File: config.mk
export PLATFORM = sky130hd
export DESIGN_NAME = fpu_issue_queue_flat
export DESIGN_NICKNAME = d
export VERILOG_FILES = /design/src/rtl/fpu_issue_queue_if.sv /design/src/rtl/fpu_issue_queue.sv /design/src/flat_wrapper.sv
export SDC_FILE = /design/constraint.sdc
export NUM_CORES = 1
export LEC_CHECK = 0
export BUFFER_PORTS_ARGS = -buffer_cell sky130_fd_sc_hd__buf_4
export CAP_MARGIN = 25
export CORE_MARGIN = 8
export CORE_UTILIZATION = 60
export DETAILED_ROUTE_END_ITERATION = 10
export PLACE_DENSITY_LB_ADDON = 0.15
export SETUP_SLACK_MARGIN = 0.4
export SYNTH_ARGS = -nofsm -noshare
export SYNTH_HDL_FRONTEND = slang
export SYNTH_SLANG_ARGS = --single-unit
File: constraint.sdc
create_clock -name clock -period 10.75 [get_ports clock]
set_clock_uncertainty 0.2 [all_clocks]
set_input_delay 1.6125 -clock clock [delete_from_list [all_inputs] [get_ports clock]]
set_output_delay 1.6125 -clock clock [all_outputs]
set_load 0.03 [all_outputs]
File: src/rtl/fpu_issue_queue_if.sv
// fpu_issue_queue_if
// Bundles the two handshakes around the FPU issue queue:
//   cmd_*   : valid/ready channel from the issuing pipeline (operands + op code)
//   issue_* : rdy/ack channel towards the FPU input port
// Modports:
//   slave  : the queue itself (consumes cmd_*, produces issue_*)
//   master : the environment (producer pipeline plus FPU)
interface fpu_issue_queue_if #(
  parameter int bitness = 32
);
  logic               cmd_valid;
  logic               cmd_ready;
  logic [bitness-1:0] cmd_a;
  logic [bitness-1:0] cmd_b;
  logic [3:0]         cmd_op;

  logic               issue_rdy;
  logic               issue_ack;
  logic [bitness-1:0] issue_a;
  logic [bitness-1:0] issue_b;
  logic [3:0]         issue_op;

  modport master (
    output cmd_valid, cmd_a, cmd_b, cmd_op, issue_ack,
    input  cmd_ready, issue_rdy, issue_a, issue_b, issue_op
  );

  modport slave (
    input  cmd_valid, cmd_a, cmd_b, cmd_op, issue_ack,
    output cmd_ready, issue_rdy, issue_a, issue_b, issue_op
  );
endinterface

File: src/rtl/fpu_issue_queue.sv
// fpu_issue_queue
// Operand/command FIFO placed in front of the FPU. Commands arrive over a
// valid/ready channel, are buffered in a depth-entry FIFO and handed to the
// FPU one at a time through an issue register using an rdy/ack handshake.
// A RELEASE state waits for ack to drop so a sticky ack cannot be mistaken
// for acceptance of the following command.
// Ports:
//   clock, reset : rising-edge clock, synchronous active-high reset
//   bus          : fpu_issue_queue_if.slave (cmd_* in, issue_* out)
//   count        : entries held in the FIFO (issue register not included)
//   err_drop     : one-cycle pulse when a reserved-op command is discarded
// Optional feature macro: FPU_ISSUE_OP_CHECK_EN
//   defined   - commands with op >= 4 are accepted but dropped, err_drop pulses
//   undefined - every op code is queued; err_drop stays 0
module fpu_issue_queue #(
  parameter int bitness = 32,
  parameter int depth   = 4
) (
  input  logic                       clock,
  input  logic                       reset,
  fpu_issue_queue_if.slave           bus,
  output logic [$clog2(depth+1)-1:0] count,
  output logic                       err_drop
);
  localparam int PW = $clog2(depth);
  localparam int CW = $clog2(depth+1);
  localparam int EW = 2*bitness + 4;
  localparam logic [CW-1:0] FULL_COUNT = CW'(depth);

  typedef enum logic [1:0] {IDLE, PRESENT, RELEASE} state_t;

  state_t             state_q, state_d;
  logic [EW-1:0]      mem_q [depth];
  logic [EW-1:0]      mem_d [depth];
  logic [PW-1:0]      wr_ptr_q, wr_ptr_d;
  logic [PW-1:0]      rd_ptr_q, rd_ptr_d;
  logic [CW-1:0]      count_q, count_d;
  logic [bitness-1:0] issue_a_q, issue_a_d;
  logic [bitness-1:0] issue_b_q, issue_b_d;
  logic [3:0]         issue_op_q, issue_op_d;
  logic               err_drop_q, err_drop_d;
  logic               push, write_en, pop;

  // Ready depends only on the registered count, so a pop in the same cycle
  // never lets a push into a full FIFO.
  assign bus.cmd_ready = !reset && (count_q != FULL_COUNT);
  assign push          = bus.cmd_valid && bus.cmd_ready;

`ifdef FPU_ISSUE_OP_CHECK_EN
  logic reserved_op;
  assign reserved_op = (bus.cmd_op[3:2] != 2'b00);
  // Reserved ops complete the handshake but never reach the FIFO.
  assign write_en    = push && !reserved_op;
  assign err_drop_d  = push && reserved_op;
`else
  assign write_en    = push;
  assign err_drop_d  = 1'b0;
`endif

  // Issue FSM. A pop is only requested with count_q > 0, so the head slot
  // read here can never be the slot being written this cycle.
  always_comb begin
    state_d = state_q;
    pop     = 1'b0;
    case (state_q)
      IDLE: begin
        if (count_q != '0) begin
          pop     = 1'b1;
          state_d = PRESENT;
        end
      end
      PRESENT: begin
        if (bus.issue_ack) state_d = RELEASE;
      end
      RELEASE: begin
        if (!bus.issue_ack) begin
          if (count_q != '0) begin
            pop     = 1'b1;
            state_d = PRESENT;
          end else begin
            state_d = IDLE;
          end
        end
      end
      default: state_d = IDLE;
    endcase
  end

  // FIFO storage, pointers, occupancy and the issue register.
  always_comb begin
    mem_d      = mem_q;
    issue_a_d  = issue_a_q;
    issue_b_d  = issue_b_q;
    issue_op_d = issue_op_q;
    if (write_en) mem_d[wr_ptr_q] = {bus.cmd_op, bus.cmd_b, bus.cmd_a};
    wr_ptr_d = wr_ptr_q + PW'(write_en);
    rd_ptr_d = rd_ptr_q + PW'(pop);
    count_d  = count_q + CW'(write_en) - CW'(pop);
    if (pop) {issue_op_d, issue_b_d, issue_a_d} = mem_q[rd_ptr_q];
  end

  always_ff @(posedge clock) begin
    if (reset) begin
      state_q    <= IDLE;
      wr_ptr_q   <= '0;
      rd_ptr_q   <= '0;
      count_q    <= '0;
      issue_a_q  <= '0;
      issue_b_q  <= '0;
      issue_op_q <= '0;
      err_drop_q <= 1'b0;
    end else begin
      state_q    <= state_d;
      wr_ptr_q   <= wr_ptr_d;
      rd_ptr_q   <= rd_ptr_d;
      count_q    <= count_d;
      issue_a_q  <= issue_a_d;
      issue_b_q  <= issue_b_d;
      issue_op_q <= issue_op_d;
      err_drop_q <= err_drop_d;
    end
  end

  // Storage needs no reset: stale entries are unreachable once pointers clear.
  always_ff @(posedge clock) begin
    mem_q <= mem_d;
  end

  assign bus.issue_rdy = (state_q == PRESENT);
  assign bus.issue_a   = issue_a_q;
  assign bus.issue_b   = issue_b_q;
  assign bus.issue_op  = issue_op_q;
  assign count         = count_q;
  assign err_drop      = err_drop_q;
endmodule
File: src/flat_wrapper.sv
// flat-port wrapper written by rule: the top's interface ports become plain ports
module fpu_issue_queue_flat 
#(
  parameter int bitness = 32,
  parameter int depth   = 4
)
  (clock, reset, count, err_drop, bus_cmd_valid, bus_cmd_a, bus_cmd_b, bus_cmd_op, bus_issue_ack, bus_cmd_ready, bus_issue_rdy, bus_issue_a, bus_issue_b, bus_issue_op);
  fpu_issue_queue_if #(.bitness(bitness)) bus_i ();
  input  logic clock;
  input  logic reset;
  output logic [$clog2(depth+1)-1:0] count;
  output logic err_drop;
  input wire logic [$bits(bus_i.cmd_valid)-1:0] bus_cmd_valid;
  input wire logic [$bits(bus_i.cmd_a)-1:0] bus_cmd_a;
  input wire logic [$bits(bus_i.cmd_b)-1:0] bus_cmd_b;
  input wire logic [$bits(bus_i.cmd_op)-1:0] bus_cmd_op;
  input wire logic [$bits(bus_i.issue_ack)-1:0] bus_issue_ack;
  output wire logic [$bits(bus_i.cmd_ready)-1:0] bus_cmd_ready;
  output wire logic [$bits(bus_i.issue_rdy)-1:0] bus_issue_rdy;
  output wire logic [$bits(bus_i.issue_a)-1:0] bus_issue_a;
  output wire logic [$bits(bus_i.issue_b)-1:0] bus_issue_b;
  output wire logic [$bits(bus_i.issue_op)-1:0] bus_issue_op;
  assign bus_i.cmd_valid = bus_cmd_valid;
  assign bus_i.cmd_a = bus_cmd_a;
  assign bus_i.cmd_b = bus_cmd_b;
  assign bus_i.cmd_op = bus_cmd_op;
  assign bus_i.issue_ack = bus_issue_ack;
  assign bus_cmd_ready = bus_i.cmd_ready;
  assign bus_issue_rdy = bus_i.issue_rdy;
  assign bus_issue_a = bus_i.issue_a;
  assign bus_issue_b = bus_i.issue_b;
  assign bus_issue_op = bus_i.issue_op;
  fpu_issue_queue #(.bitness(bitness), .depth(depth)) u_core (.clock(clock), .reset(reset), .bus(bus_i), .count(count), .err_drop(err_drop));
endmodule
==> flow_summary_export.csv, run 1 <==
group,metric,value,unit
timing,fin_setup_tns,0,ns
global_routing,grt_pass1_wl,42400,um
pwr,ir_drop,0.000151,V
run,max_cap_viol_count,0,
synth,mappedNetlistArea,12900,um2
setup_path,critical_path_arrival,2.69,ns
cts,cts_buffer_depth,3,
floorplanning,start_util,61.3,%
routing,wl_per_cell,23.4,um
cts,cts.sinks,349,
layout,area_delta_synth_final,20.0,%
floorplanning,core_area,21100,um2
layout,drive_above_1_share,35.1,%
cts,cts_root_buffer,"clkbuf_16",
cts,cts_tree,"built",
timing,max_slew_margin,31.0,%
global_routing,antenna_found_initial,1,
timing,slew_violations,0,
routing,route.detailed.drc,0,
synth,synth-seq-cells,349,
routing,drt_iter0_markers,547,
floorplanning,die_x,163,um
hold_path,hold_path.class,"reg -> reg",
placed_design,routabilityCongestion,0.714,
setup_path,crit_fanout,80,
synth,yosysWarnings,0,
layout,fillers,1281,
synth,synth_edf_count,272,
pwr,power_density,280,nW/um2
setup_path,crit_start,"reset",
setup_path,path_class,"in -> out",
status,status,"finished, final reports clean",
global_routing,grt.overflow.total,0,
setup_path,start_kind,"input pin",
synth,syn_inst,718,
floorplanning,die-area,26500,um2
global_routing,grt_usage,20.7,%
routing,dr_total_vias,7013,
timing,rsz0062_at_grt,"false",
setup_path,r2r-end,"u_core.count[2]$_SDFF_PP0_",
setup_path,worstRegToRegCells,9,
placed_design,place_hpwl,14700,um
routing,ant_nets,0,
placed_design,portBuffers,144,
setup_path,cp.required,8.94,ns
layout,post-route-util,73.6,%
setup_path,regToRegSetupSlack,7.89,ns
cts,clk-insertion-delay-late,0.51,ns
pwr,leakage,5.27,nW
timing,max_freq,0.222,GHz
timing,min_period_over_period,41.8,%
floorplanning,ioPinCount,146,
layout,diodes,0,
setup_path,crit_end,"bus_cmd_ready",
cts,cts_max_level,2,
layout,fin_nets,930,
cts,cts_hold_buf,0,
global_routing,first_global_vias,7507,
floorplanning,die_h,163,um
global_routing,grt_max_degree,81,
synth,synth_nets,793,
cts,cts_buffers,36,
timing,period_minus_slack,4.50,ns
cts,post_cts_resized,0,
synth,synth_flop_cell,"edfxtp_1",
setup_path,critPathCaptureType,"output port",
cts,clk_pin_slew,0.06,ns
routing,routed_wl,27000,um
routing,viasPerCell,6.07,
synth,avgSynthCellArea,18.0,um2
setup_path,regToRegStartpoint,"u_core.state_q[1]$_SDFFE_PP0P_",
timing,worst-slew-pin-transition,1.03,ns
routing,firstDrtPassIters,5,
synth,yosysUniqueCellTypes,32,
floorplanning,rows,53,
synth,synthArstFlopShare,0,%
timing,final-setup-viol-count,0,
cts,cts_setup_buffers,0,
timing,hold_violations,0,
synth,seq_area_frac_synth,75.1,%
==> cells in the final DEF, fill, tap and decap left out, drive strengths merged <==
cell type,instances
edfxtp,272
buf,154
dfxtp,77
a21oi,72
nand3,69
o21ai,69
mux4,68
clkbuf,43
clkinv,11
bufinv,8
nor2b,5
nor2,4
xnor2,4
inv,3
nor3b,3
or3,3
nand2,3
ha,2
clkinvlp,2
nor3,2
a211o,1
a21o,1
and3,1
nand2b,1
mux2,1
fa,1
conb,1
==> where the power goes <==
group / switching (mW) / internal [mW]
clock network: 0.498 / 0.832
logic: 0.759 / 0.504
registers: 0.131 / 1.62
total: 1.39 / 2.96
==> critical path: stages <==
cell and delay, ns:
buf_4 0.70, a21oi_1 0.08, buf_4 0.22
==> cell families (layout without fill, tap and decap cells) <==
family	after synthesis	count (layout)	share of synthesized area, %
buffers and inverters	58	221	2.40
multiplexers	69	69	11.9
AND/OR/NAND/NOR	91	91	4.06
AO/OA/AOI/OAI	143	143	5.90
XOR/XNOR	4	4	0.271
other	1	1	0.0290
flip-flops	349	349	75.1
adder cells (fa/ha/maj)	3	3	0.348
==> sequential cells by signal, indices dropped and copies added (netlist names) <==
signal / flops
u_core.state_q: 2
u_core.bus.issue_op: 4
u_core.bus.issue_b: 32
u_core.count: 3
u_core.mem_q: 272
u_core.bus.issue_a: 32
u_core.rd_ptr_q: 2
u_core.wr_ptr_q: 2
==> per-stage QoR <==
step	setup WS [ns]	cells	power, mW	hold WS (ns)	cell area [um2]
floorplan	2.90	718	2.66	0.333	12900
global placement	6.31	1089	3.00	0.263	14200
detailed placement	6.28	1090	3.05	0.270	14200
CTS	6.27	1154	4.39	0.280	15500
global route	6.19	1156	4.54	0.299	15500
finish	6.25	1156	4.35	0.276	15500
==> cells in the mapped netlist (4+ instances only) <==
library cell  count  area share [%]
a21oi_2          11            0.74
buf_6             8            0.70
clkbuf_1         26            0.75
mux4_2           68              12
a21oi_1          61             2.4
nand3_2           9            0.70
nor2b_1           5            0.24
dfxtp_1          77              12
o21ai_0          56             2.2
edfxtp_1        272              63
o21ai_1          13            0.50
xnor2_1           4            0.27
nor2_1            4            0.12
buf_2            17            0.66
nand3_1          60             2.3
==> worst min-delay path by stage <==
stage	cells after the start	startpoint	end	slack (ns)
4_1_cts	2	u_core.bus.issue_a[3]$_SDFFE_PP0P_	u_core.bus.issue_a[3]$_SDFFE_PP0P_	0.28
3_5_place_dp	2	u_core.bus.issue_a[16]$_SDFFE_PP0P_	u_core.bus.issue_a[16]$_SDFFE_PP0P_	0.27
2_1_floorplan	2	u_core.wr_ptr_q[1]$_SDFF_PP0_	u_core.wr_ptr_q[1]$_SDFF_PP0_	0.33
6_report	2	u_core.bus.issue_a[1]$_SDFFE_PP0P_	u_core.bus.issue_a[1]$_SDFFE_PP0P_	0.28
5_1_grt	2	u_core.bus.issue_a[2]$_SDFFE_PP0P_	u_core.bus.issue_a[2]$_SDFFE_PP0P_	0.30
3_3_place_gp	2	u_core.bus.issue_a[3]$_SDFFE_PP0P_	u_core.bus.issue_a[3]$_SDFFE_PP0P_	0.26
==> layer usage <==
metal  wire, um  track usage [%]  vias up  share of wire (%)
li1           -                -     3115                  -
met5         13                0        -              0.048
met1      10400             26.0     3558                 38
met3       2120             5.21       56                7.8
met2      13800             34.6      282                 51
met4        704             7.17        2                2.6
==> layout make-up <==
| type | count | area [um2] | area share, % |
|---|---|---|---|
| clock buffer | 43 | 958 | 6.18 |
| inverter | 3 | 11.3 | 0.0726 |
| clock inverter | 21 | 323 | 2.08 |
| multi-input combinational | 311 | 2950 | 19.0 |
| sequential | 349 | 9720 | 62.6 |
| tap | 275 | 344 | 2.22 |
| timing repair buffer | 154 | 1220 | 7.84 |
(Power assumes the default switching activity.)
==> run 2, diff against run 1 <==
--- a/config.mk
+++ b/config.mk
@@ -8,7 +8,7 @@
 export BUFFER_PORTS_ARGS = -buffer_cell sky130_fd_sc_hd__buf_4
 export CAP_MARGIN = 25
 export CORE_MARGIN = 8
-export CORE_UTILIZATION = 60
+export CORE_UTILIZATION = 52
 export DETAILED_ROUTE_END_ITERATION = 10
 export PLACE_DENSITY_LB_ADDON = 0.15
 export SETUP_SLACK_MARGIN = 0.4
==> constraint.sdc (replaced) <==
create_clock -name clock -period 4 [get_ports clock]
set_clock_uncertainty 0.2 [all_clocks]
set_input_delay 0.6 -clock clock [delete_from_list [all_inputs] [get_ports clock]]
set_output_delay 0.6 -clock clock [all_outputs]
set_load 0.03 [all_outputs]
==> run 2 against run 1 <==
  * Core utilization fell by 10 points
  * Combinational power rose to 2.8 times the previous value
  * Critical path depth rose by 5
==> flow_summary_export.csv, run 2 (synthesized netlist as in run 1, its figures left out) <==
group,metric,value,unit
timing,min_period_over_period,66.9,%
pwr,ir_drop,0.000503,V
floorplanning,die-area,30200,um2
setup_path,critical_path.top_delay_family,"compound AO/OA/AOI/OAI gates",
timing,period_minus_slack,2.68,ns
global_routing,grt_max_degree,80,
cts,post_cts_resized,0,
cts,cts_tree,"built",
floorplanning,die_h,174,um
setup_path,critPathMaxStageDelay,0.59,ns
timing,max_freq,0.374,GHz
routing,ant_nets,0,
setup_path,path_class,"reg -> reg",
setup_path,critPathCaptureType,"register",
routing,drt_iter0_markers,615,
placed_design,place_hpwl,16000,um
routing,firstDrtPassIters,7,
routing,wl_per_cell,22.8,um
setup_path,crit_top_cell,"xnor2_1",
layout,fin_nets,937,
cts,clk-insertion-delay-late,0.51,ns
layout,fillers,1725,
floorplanning,start_util,53.0,%
global_routing,first_global_vias,7518,
cts,clk_pin_slew,0.06,ns
pwr,total_power,11.4,mW
cts,cts_max_level,2,
timing,hold_violations,0,
cts,cts_buffer_depth,3,
timing,fin_setup_tns,0,ns
run,max_cap_viol_count,0,
layout,drive_above_1_share,34.0,%
routing,dr_total_vias,7099,
routing,route.detailed.drc,0,
placed_design,portBuffers,144,
timing,rsz0062_at_grt,"false",
layout,top_register,"u_core.mem_q",
floorplanning,core_area,24400,um2
setup_path,start_kind,"register",
cts,cts.sinks,349,
global_routing,grt_pass1_wl,43100,um
setup_path,critical_path_arrival,2.83,ns
pwr,leakage,5.23,nW
global_routing,grt.overflow.total,0,
layout,final_common_cell,"edfxtp_1",
status,status,"finished, final reports clean",
layout,register_area,9720,um2
cts,cts_root_buffer,"clkbuf_16",
layout,diodes,0,
timing,final-setup-viol-count,0,
timing,slew_violations,0,
routing,viasPerCell,5.84,
layout,largest_register_ffs,272,
setup_path,crit_fanout,34,
timing,worst-slew-pin-transition,0.989,ns
setup_path,cp_cell_sequence,"a21o_2 -> or3_1 -> nand2_1 -> ha_1 -> fa_1 -> xnor2_1 -> xnor2_1 -> nor2_1",
layout,area_delta_synth_final,20.0,%
global_routing,antenna_found_initial,0,
global_routing,grt_usage,18.2,%
placed_design,routabilityCongestion,0.705,
setup_path,critPathSlowestCell,"a21o_2",
cts,cts_buffers,37,
floorplanning,die_x,174,um
layout,layout_common_cells,"edfxtp_1 (272), buf_4 (155), dfxtp_1 (75), mux4_2 (68), a21oi_1 (61)",
setup_path,cp.required,4.15,ns
floorplanning,rows,57,
hold_path,hold_path.class,"in -> reg",
pwr,power_density,735,nW/um2
cts,cts_setup_buffers,0,
setup_path,cp.buffers_inverters,0,
routing,routed_wl,27700,um
timing,max_slew_margin,34.0,%
floorplanning,ioPinCount,146,
cts,cts_hold_buf,0,
layout,multiInputGateArea,2960,um2
==> run 2: cell types whose count changed in the layout (fill, tap and decap cells not counted), sizes merged <==
cell | previous run | this run
bufinv | 8 | 1
clkbuf | 43 | 61
buf | 154 | 160
clkinvlp | 2 | 0
inv | 3 | 4
clkinv | 11 | 5
==> run 2: per-stage QoR <==
stage / setup WS (ns) / utilization [%] / hold slack, ns / cell area, um2 / instances
2_1_floorplan: 0.431 / - / 0.337 / 13000 / 718
3_3_place_gp: 1.16 / 58.7 / 0.264 / 14300 / 1145
3_5_place_dp: 1.07 / 58.8 / 0.269 / 14300 / 1146
4_1_cts: 1.32 / 63.5 / 0.0662 / 15500 / 1214
5_1_grt: 1.14 / 63.6 / 0.0648 / 15500 / 1215
6_report: 1.32 / 63.6 / 0.0885 / 15500 / 1215
==> run 2: path summary, 6_finish.rpt <==
kind                                                       endpoint                                start  cells past startpoint  slack, ns
worst max-delay path                     u_core.count[2]$_SDFF_PP0_       u_core.state_q[1]$_SDFFE_PP0P_                      8       1.32
worst min-delay path                    u_core.mem_q[165]$_DFFE_PP_                        bus_cmd_a[29]                      1       0.09
worst max register to register           u_core.count[2]$_SDFF_PP0_       u_core.state_q[1]$_SDFFE_PP0P_                      8       1.32
worst min register to register  u_core.bus.issue_b[20]$_SDFFE_PP0P_  u_core.bus.issue_b[20]$_SDFFE_PP0P_                      2       0.28
==> run 2: final cells by class <==
class | count | share of cell area, %
inverter | 3 | 0.0726
sequential | 349 | 62.6
clock buffer | 61 | 7.02
multi-input combinational | 311 | 19.1
timing repair buffer | 160 | 8.19
clock inverter | 7 | 0.379
tap | 324 | 2.61
==> run 2: worst reg2reg max path: cells and delay by family, from the launching register on <==
family / cells / cell delay (ns)
AOI/OAI and AO/OA: 1 / 0.59
xor gates and xnor gates: 2 / 0.33
adders and majority gates: 2 / 0.58
DFF: 1 / 0.44
and+or+nand+nor: 3 / 0.39
==> run 2: metal layers <==
metal  routed length (um)  up-vias  GRT usage, %
met2                13900      254          30.7
met4                  491        0          5.09
met3                 1760       41          3.57
li1                     -     3137             -
met5                    0        -             0
met1                11600     3667          23.6
==> run 2: power breakdown <==
| part | leakage (nW) | switching, mW | internal (mW) | total [mW] |
|---|---|---|---|---|
| Clock | 0.553 | 1.29 | 1.92 | 3.21 |
| Combinational | 1.58 | 2.09 | 1.39 | 3.48 |
| Sequential | 3.10 | 0.353 | 4.36 | 4.71 |
==> run 3, diff against run 2 <==
--- a/config.mk
+++ b/config.mk
@@ -5,10 +5,11 @@
 export SDC_FILE = /design/constraint.sdc
 export NUM_CORES = 1
 export LEC_CHECK = 0
+export ABC_AREA = 1
 export BUFFER_PORTS_ARGS = -buffer_cell sky130_fd_sc_hd__buf_4
 export CAP_MARGIN = 25
 export CORE_MARGIN = 8
-export CORE_UTILIZATION = 52
+export CORE_UTILIZATION = 59
 export DETAILED_ROUTE_END_ITERATION = 10
 export PLACE_DENSITY_LB_ADDON = 0.15
 export SETUP_SLACK_MARGIN = 0.4
==> constraint.sdc (replaced) <==
create_clock -name clock -period 2.49 [get_ports clock]
set_clock_uncertainty 0.2 [all_clocks]
set_input_delay 0.3735 -clock clock [delete_from_list [all_inputs] [get_ports clock]]
set_output_delay 0.3735 -clock clock [all_outputs]
set_load 0.03 [all_outputs]
==> run 3 against run 2 <==
  * Global-route usage increased by 2.6 points
  * Worst setup slack got worse by 0.85 ns
  * Synthesized cell count grew 110%
  * Hold slack better by 0.15 ns
  * Critical endpoint is now u_core.mem_q[37]$_DFFE_PP_
  * Clock power grew 64%
  * First-iteration DRC count is 3.1% lower
  * Register-to-register slack got worse by 0.80 ns
  * Die area is 2.4% lower
  * Critical path depth fell by 2
  * Sequential share of layout area down 7.5 points
  * Core utilization increased by 9.8 points
==> flow_summary_export.csv, run 3 <==
group,metric,value,unit
global_routing,grt_max_degree,108,
setup_path,start_kind,"input pin",
routing,routed_wl,30000,um
global_routing,first_global_vias,9899,
placed_design,pre_cts_ws,0.485,ns
synth,synth_edf_count,272,
synth,yosysUniqueCellTypes,23,
layout,drive_above_1_share,13.3,%
status,status,"finished, final reports clean",
synth,synthTopCellsByArea,"edfxtp_1 (57%), nand2_1 (16%), dfxtp_1 (11%), inv_1 (5.7%), nor2_1 (3.7%)",
timing,fin_setup_tns,0,ns
floorplanning,die_h,172,um
synth,yosys.area.top_type,"edfxtp_1",
cts,cts_tree,"built",
placed_design,routabilityCongestion,0.742,
setup_path,cp.buffers_inverters,3,
layout,largest_register_ffs,272,
cts,clk_pin_slew,0.06,ns
floorplanning,start_util,59.4,%
placed_design,portBuffers,144,
hold_path,hold_path.class,"in -> reg",
synth,yosysTopAreaCellShare,57.2,%
routing,firstDrtPassIters,5,
layout,top_register,"u_core.mem_q",
timing,final-setup-viol-count,0,
pwr,intPower,12.7,mW
layout,final_common_cell,"nand2_1",
timing,min_period_over_period,81.1,%
global_routing,grt.overflow.total,0,
setup_path,critPathSlowestCell,"dlygate4sd3_1",
hold_path,hp-start,"bus_cmd_valid",
cts,cts_buffers,35,
layout,layout_common_cells,"nand2_1 (620), edfxtp_1 (272), inv_1 (217), buf_4 (155), nor2_1 (142)",
cts,cts_root_buffer,"clkbuf_16",
timing,hold_violations,0,
floorplanning,die_x,172,um
setup_path,crit_top_cell,"buf_4",
cts,clk-insertion-delay-late,0.50,ns
run,max_cap_viol_count,0,
setup_path,critical_path_arrival,1.99,ns
pwr,power_frac_clock,26.0,%
pwr,seqPwrFrac,37.4,%
routing,viasPerCell,4.83,
synth,synth_common_cells,"nand2_1 (621), edfxtp_1 (272), inv_1 (217)",
routing,drt_iter0_markers,596,
synth,synth_nets,1568,
timing,rsz0062_at_grt,"false",
timing,slew_violations,0,
setup_path,crit_fanout,23,
setup_path,regToRegStartpoint,"u_core.count[0]$_SDFF_PP0_",
synth,mappedNetlistArea,14300,um2
layout,fin_nets,1772,
global_routing,grt_pass1_wl,48700,um
routing,ant_nets,0,
floorplanning,core_area,24000,um2
timing,max_freq,0.495,GHz
floorplanning,ioPinCount,146,
pwr,switching_share,36.8,%
synth,yosysWarnings,0,
setup_path,critical_path.top_delay_family,"buffers and inverters",
timing,timing.final.ws_setup,0.471,ns
synth,seq_area_frac_synth,68.0,%
timing,max_slew_margin,54.8,%
cts,cts_max_level,2,
floorplanning,die-area,29400,um2
global_routing,grt_usage,20.8,%
setup_path,critPathCaptureType,"register",
layout,post-route-util,73.4,%
setup_path,path_class,"in -> reg",
pwr,p_comb_share,36.6,%
routing,route.detailed.drc,0,
routing,wl_per_cell,14.7,um
pwr,ir_drop,0.00101,V
setup_path,critPathMaxStageDelay,0.53,ns
global_routing,antenna_found_initial,1,
setup_path,cp_cell_sequence,"dlygate4sd3_1 -> buf_4 -> a21oi_4 -> nand2_4 -> nor3_4 -> buf_4",
cts,cts_buffer_depth,3,
timing,worst-slew-pin-transition,0.678,ns
pwr,leakage,8.02,nW
layout,area_delta_synth_final,23.5,%
setup_path,crit_start,"reset",
routing,dr_total_vias,9887,
pwr,p_sw,7.42,mW
synth,syn_inst,1493,
timing,period_minus_slack,2.02,ns
synth,avgSynthCellArea,9.57,um2
placed_design,place_hpwl,16900,um
pwr,power_density,1140,nW/um2
synth,synth_flop_cell,"edfxtp_1",
synth,synthArstFlopShare,0,%
synth,synth-seq-cells,349,
synth,synthMostInstantiatedCell,"nand2_1",
setup_path,cp.required,2.46,ns
floorplanning,rows,57,
layout,fillers,1671,
cts,cts.sinks,349,
[run 3: cell count changes in the layout (fill, tap and decap cells not counted), moves of 5 or more]
cell | previous run | this run
nand2_1 | 2 | 620
inv_1 | 3 | 217
nor2_1 | 4 | 142
dlygate4sd3_1 | 0 | 70
mux4_2 | 68 | 0
a21oi_1 | 61 | 3
o21ai_0 | 56 | 1
o21ai_1 | 13 | 0
a21oi_2 | 10 | 0
nand3_1 | 60 | 70
nand3_2 | 9 | 1
buf_12 | 4 | 10
nor2b_1 | 5 | 0
[run 3: cells by family after synthesis]
family | after synthesis | synth area share [%]
XOR/XNOR | 2 | 0.123
other | 1 | 0.0263
AO/OA/AOI/OAI | 6 | 0.289
buffers and inverters | 289 | 8.39
AND/OR/NAND/NOR | 843 | 22.9
flip-flops | 349 | 68.0
adder cells (fa/ha/maj) | 3 | 0.315
[run 3: metrics by stage]
stage / hold slack, ns / instances / cell area, um2 / power [mW]
final: 0.237 / 2048 / 17600 / 20.2
after global routing: 0.249 / 2048 / 17600 / 21.4
after CTS: 0.220 / 2046 / 17600 / 20.3
after detailed placement: 0.304 / 1913 / 15800 / 14.9
after global placement: 0.302 / 1913 / 15800 / 14.7
after floorplan: 0.272 / 1493 / 14400 / 12.8
[run 3: layer usage]
metal  vias up  global-route usage (%)  wire length [um]  share of wire (%)
met5         -                       0                 0                  0
met4         0                    7.18               762                2.5
met3        63                    3.74              1610                5.4
met2       267                    36.7             15100                 50
met1      4553                    25.3             12600                 42
li1       5004                       -                 -                  -
[run 3: cell type report]
class                           instances  area, um2  area share, %
Clock inverter                          9        143          0.809
Sequential cell                       349       9730           55.1
Clock buffer                           54       1000           5.67
Timing Repair Buffer                  236       2080           11.8
Antenna cell                            1       2.50         0.0142
Multi-Input combinational cell        855       3460           19.6
Inverter                              220        828           4.70
Tap cell                              324        405           2.30
[run 3: what timing repair did]
item                                   CTS  global route
hold buffers                            70             0
buffers inserted                         0             1
setup endpoints to repair                0            26
gates resized for setup                  0             2
endpoints found under the hold margin  279             0
[run 3: worst reg2reg max path, cell delays in order (launching register included)]
cell and delay (ns):
dfxtp_4 0.35, nor2_4 0.14, nand2_2 0.11, nand3_2 0.11
o21ai_0 0.10, ha_1 0.21, fa_1 0.40, inv_1 0.07
nand3_1 0.07, a21oi_1 0.13
[run 3: final timing paths]
kind | slack (ns) | end | depth (start not counted)
max | 0.47 | u_core.mem_q[37]$_DFFE_PP_ | 6
min | 0.24 | u_core.count[0]$_SDFF_PP0_ | 6
max reg2reg | 0.52 | u_core.count[2]$_SDFF_PP0_ | 9
min reg2reg | 0.32 | u_core.bus.issue_b[7]$_SDFFE_PP0P_ | 4
[run 3: power groups by stage]
stage                     logic [mW]  clock network, mW  registers (mW)
after floorplan                 4.11                  0            8.70
after global placement          7.11                  0            7.63
after detailed placement        7.23                  0            7.66
after CTS                       7.40               5.32            7.54
after global routing            8.22               5.57            7.64
final                           7.37               5.25            7.54
